===== config.mk =====
export PLATFORM = sky130hd
export DESIGN_NAME = param_memory
export DESIGN_NICKNAME = d
export VERILOG_FILES = /design/src/rtl/param_memory.sv
export SDC_FILE = /design/constraint.sdc
export NUM_CORES = 2
export LEC_CHECK = 0
export CAP_MARGIN = 25
export CORE_MARGIN = 3
export CORE_UTILIZATION = 30
export CTS_CLUSTER_DIAMETER = 60
export DETAILED_ROUTE_END_ITERATION = 6
export PLACE_DENSITY_LB_ADDON = 0.1
export SETUP_SLACK_MARGIN = 0.3
export SYNTH_ARGS = -nofsm -noshare
export SYNTH_HDL_FRONTEND = slang
export SYNTH_SLANG_ARGS = --single-unit

===== constraint.sdc =====
create_clock -name clk -period 6.05 [get_ports clk]
set_clock_uncertainty 0.2 [all_clocks]
set_input_delay 1.21 -clock clk [delete_from_list [all_inputs] [get_ports clk]]
set_output_delay 1.21 -clock clk [all_outputs]
set_load 0.05 [all_outputs]

===== src/rtl/param_memory.sv =====
// Parameterised word memory with a sequential power-up clear, CPU port with
// priority over an image-loader port, and a debug window onto the array.
module param_memory #(
  parameter int              DATA_W   = 8,
  parameter int              ADDR_W   = 8,
  parameter logic [DATA_W-1:0] FILL   = '0,
  parameter bit              RD_REG   = 1'b0,
  parameter int              DBG_BASE = 0,
  parameter int              DBG_N    = 33
) (
  input  logic                      clk,
  input  logic                      rst,
  input  logic                      we,
  input  logic [ADDR_W-1:0]         addr,
  input  logic [DATA_W-1:0]         in,
  output logic [DATA_W-1:0]         out,
  output logic                      busy,
  input  logic                      load_valid,
  input  logic [ADDR_W-1:0]         load_addr,
  input  logic [DATA_W-1:0]         load_data,
  output logic                      load_ready,
  output logic [DBG_N*DATA_W-1:0]   dbg_bus
);

  localparam int DEPTH = 2 ** ADDR_W;

  typedef enum logic {CLEAR, RUN} state_t;

  state_t              state;
  logic [ADDR_W-1:0]   counter;
  logic [DATA_W-1:0]   mem [DEPTH];

  always_ff @(posedge clk) begin
    if (rst) begin
      state   <= CLEAR;
      counter <= '0;
    end else if (state == CLEAR) begin
      counter <= counter + 1'b1;
      if (counter == {ADDR_W{1'b1}}) state <= RUN;
    end
  end

  // The array has no reset; a restarted clear leaves untouched words as they were.
  always_ff @(posedge clk) begin
    if (!rst) begin
      if (state == CLEAR)
        mem[counter] <= FILL;
      else if (we)
        mem[addr] <= in;
      else if (load_valid)
        mem[load_addr] <= load_data;
    end
  end

  assign busy       = (state == CLEAR);
  assign load_ready = (state == RUN) && !we;

  generate
    if (RD_REG) begin : g_rd_reg
      logic [DATA_W-1:0] out_q;
      always_ff @(posedge clk) begin
        if (rst || state == CLEAR) out_q <= '0;
        else                       out_q <= mem[addr];
      end
      assign out = busy ? '0 : out_q;
    end else begin : g_rd_comb
      assign out = busy ? '0 : mem[addr];
    end
  endgenerate

  generate
    for (genvar k = 0; k < DBG_N; k++) begin : g_dbg
      assign dbg_bus[k*DATA_W +: DATA_W] = mem[DBG_BASE + k];
    end
  endgenerate

endmodule


==> results.py <==
metrics = {
    "outcome": {
        "outcome": "finished clean",
    },
    "worst_setup_path": {
        "cpMostUsedCell": "buf_4",
        "start_kind": "input port",
        "worst_path_largest_cell_delay_ns": 0.48,
        "critPathCaptureType": "output port",
        "cp.arrival_ns": 4.38,
        "cp.required_ns": 4.64,
        "r2r_slack_ns": 1.82,
        "path_cells": "buf_8, buf_6, and2_1, buf_4, a221oi_2, buf_4, a2bb2oi_1, o21ai_1, o311ai_1, o21ai_2, buf_4, o31ai_2, buf_4, buf_12",
        "crit_family": "buffers and inverters",
        "slowest_stage": "o31ai_2",
        "timing.reg2reg.worst_path_depth": 11,
        "worstSetupPathType": "input port to output port",
        "r2r_start": "state",
        "r2r-end": "mem[26][5]",
        "path_buf_inv": 7,
        "critPathMaxFanout": 23,
    },
    "final_layout": {
        "finalInstanceArea_sq_mm": 0.100,
        "drive_gt1_share_pct": 28.8,
        "seq_area_sq_mm": 0.0617,
        "mostFrequentLayoutCell": "edfxtp_1",
        "nets": 4939,
        "areaGrowthSynthToFinish_pct": 24.2,
        "final_cell_mix": "edfxtp_1 (2048), buf_4 (577), mux4_2 (410)",
        "fillers": 24500,
        "multi_input_area_sq_mm": 0.0179,
    },
    "place": {
        "dpl.hpwl_mm": 197,
        "port_buffers": 309,
        "place_area_sq_mm": 0.0926,
        "place.gp.congestion": 0.854,
    },
    "route": {
        "wirelength_mm": 289,
        "num_vias": 44500,
        "avgRoutedWirePerCell_um": 33.5,
        "first_pass_iters": 5,
        "drtIter0Drc": 4239,
        "antenna_left": 0,
        "vias_per_cell": 5.16,
        "drc": 0,
    },
    "timing": {
        "relSlewSlack_pct": 34.5,
        "grt_setup_unrepaired": "true",
        "worstMarginPinSlew_ns": 0.982,
        "fmax_mhz": 173,
        "period_needed_ns": 5.79,
        "slew_violations": 0,
        "hold_violations": 0,
        "setup_viol": 0,
        "fin_crit_sh_pct": 95.6,
    },
    "power_and_ir_drop": {
        "power_uw": 30700,
        "p_leak_uw": 0.0359,
        "ir_worst_vdd_uv": 302,
        "p_per_area_mw_per_mm2": 306,
    },
    "synth": {
        "synth_nets": 3996,
        "synth_edf_count": 2048,
        "ys_seq_area_share_pct": 76.4,
        "yosysUniqueCellTypes": 68,
        "postSynthAreaPerCell_sq_um": 20.4,
        "async_flop_share_pct": 0,
        "synth_area_sq_mm": 0.0808,
        "yosys_warnings": 0,
        "synth_ff_type": "edfxtp_1",
        "synthCells": 3959,
        "ys_ff_latch": 2057,
    },
    "floorplan": {
        "top_level_ports": 310,
        "die_h_um": 525,
        "fp.dieW_um": 525,
        "initial_core_util_pct": 30.3,
        "die_area_sq_mm": 0.276,
        "core_area_sq_mm": 0.267,
        "row_count": 189,
    },
    "clock_network": {
        "clkTransAtPathRegs_ns": 0.06,
        "cts_max_level": 4,
        "cts_tree": "done",
        "insertion_delay_ns": 0.87,
        "clock_sinks": 2057,
        "cts_root_buffer": "clkbuf_16",
        "ctsHoldBuffers": 0,
        "post-cts-setup-buffer-count": 0,
        "cts.path.max_buffers": 3,
        "cts_made_buffers": 228,
    },
    "worst_hold_path": {
        "whs_path_depth": 2,
        "min_to": "state",
        "min_path_type": "register to register",
        "hp-start": "counter[7]",
    },
    "flow_run": {
        "max_cap_violations": 0,
    },
    "global_routing": {
        "grt_pass1_wl_mm": 397,
        "grt_pass1_vias": 45500,
        "busiest_layer": "met2",
        "track_usage_pct": 20.7,
        "use_met2_pct": 34.1,
        "grt.overflow.total": 0,
        "grtUsageMet1_pct": 28.6,
        "met3_usage_pct": 2.76,
        "grt_max_degree": 129,
        "antenna_found_initial": 12,
    },
}
final cells by class:
| cell class | count | share of cell area [%] |
|---|---|---|
| Timing Repair Buffer | 953 | 8.86 |
| Clock buffer | 279 | 5.88 |
| Antenna cell | 6 | 0.0150 |
| Inverter | 6 | 0.0312 |
| Clock inverter | 147 | 1.55 |
| Sequential cell | 2057 | 61.5 |
| Tap cell | 3533 | 4.40 |
| Multi-Input combinational cell | 1656 | 17.8 |
cell families after synthesis:
logic type | count (synthesis) | share of synthesized area, %
adders and majority gates | 1 | 0.0155
muxes | 693 | 15.1
DFF | 2057 | 76.4
AOI/OAI and AO/OA | 394 | 3.49
and+or+nand+nor | 561 | 2.97
buffers and inverters | 246 | 1.95
xor gates and xnor gates | 7 | 0.0759
layer usage:
metal / part of all wire (%) / routed length (um)
met3: 4.6 / 13400
met4: 2.9 / 8330
met1: 44 / 127000
met2: 49 / 141000
met5: 0 / 0
worst register-to-register path: cells and delay by family, from the launching register on:
kind	cells	cell delay [ns]
and+or+nand+nor	5	1.55
buffers and inverters	5	1.40
AOI/OAI and AO/OA	1	0.26
DFF	1	0.51
what timing repair did:
item                                    in CTS  in global routing
pin swaps                                    0                  0
gates cloned                                 3                  0
gates resized for setup                     33                  4
endpoints found under the setup margin       8                  3
report_power, final:
part	switching [uW]	total, uW	internal (uW)	leakage, uW
logic	847	1370	524	0.0105
clock network	5880	13900	7970	0.00362
registers	9.73	15500	15400	0.0218
total	6740	30700	23900	0.0359
flip-flops by register name, indices dropped and copies added, names as in the netlist:
name	count
counter	8
mem	2048
state	1
Yosys cell counts, types with 5 or more instances:
cell	count	area [sq um]
buf_12	5	100
dfxtp_1	9	180
buf_6	42	473
mux4_1	9	236
buf_8	9	135
a2111oi_0	7	61.3
nand4_1	10	62.6
nor2b_1	19	119
a22oi_1	27	203
mux2i_1	263	2630
nand3_1	45	225
o22ai_1	68	425
buf_1	12	45.0
a221oi_1	11	96.3
xor2_1	5	43.8
nor3_1	15	75.1
a22o_1	12	105
buf_2	68	340
o22a_1	5	43.8
edfxtp_1	2048	61500
and3_1	5	31.3
and2_1	21	131
buf_4	19	143
o31ai_1	7	52.6
o21ai_0	30	150
o221ai_1	81	709
inv_1	6	22.5
mux4_2	410	9230
nand2_1	98	368
mux2_2	11	124
a21o_1	5	37.5
a21oi_1	63	315
clkbuf_1	85	319
nor2_1	327	1230
nand2b_1	6	37.5
a31oi_1	20	125
a211oi_1	12	90.1
a32oi_1	6	52.6
through the flow:
stage	worst slack (ns)	std cells	setup TNS, ns	utilization (%)	hold WS, ns
4_1_cts	0.220	8631	0	37.6	0.284
3_3_place_gp	-0.605	8197	-1.66	34.7	0.295
3_5_place_dp	-0.516	8202	-0.735	34.8	0.300
6_report	0.264	8637	0	37.7	0.304
2_1_floorplan	0.592	3959	0	-	0.272
5_1_grt	0.277	8632	0	37.7	0.332
worst max-delay path by stage:
stage / from / endpoint / slack, ns / depth (start not counted)
2_1_floorplan: addr[0] / out[5] / 0.59 / 11
3_5_place_dp: addr[0] / out[2] / -0.52 / 12
3_3_place_gp: addr[1] / out[7] / -0.60 / 11
5_1_grt: addr[1] / out[2] / 0.28 / 12
6_report: addr[1] / out[2] / 0.26 / 14
4_1_cts: addr[1] / out[2] / 0.22 / 11
No activity file was read; power rests on OpenSTA's default activity.
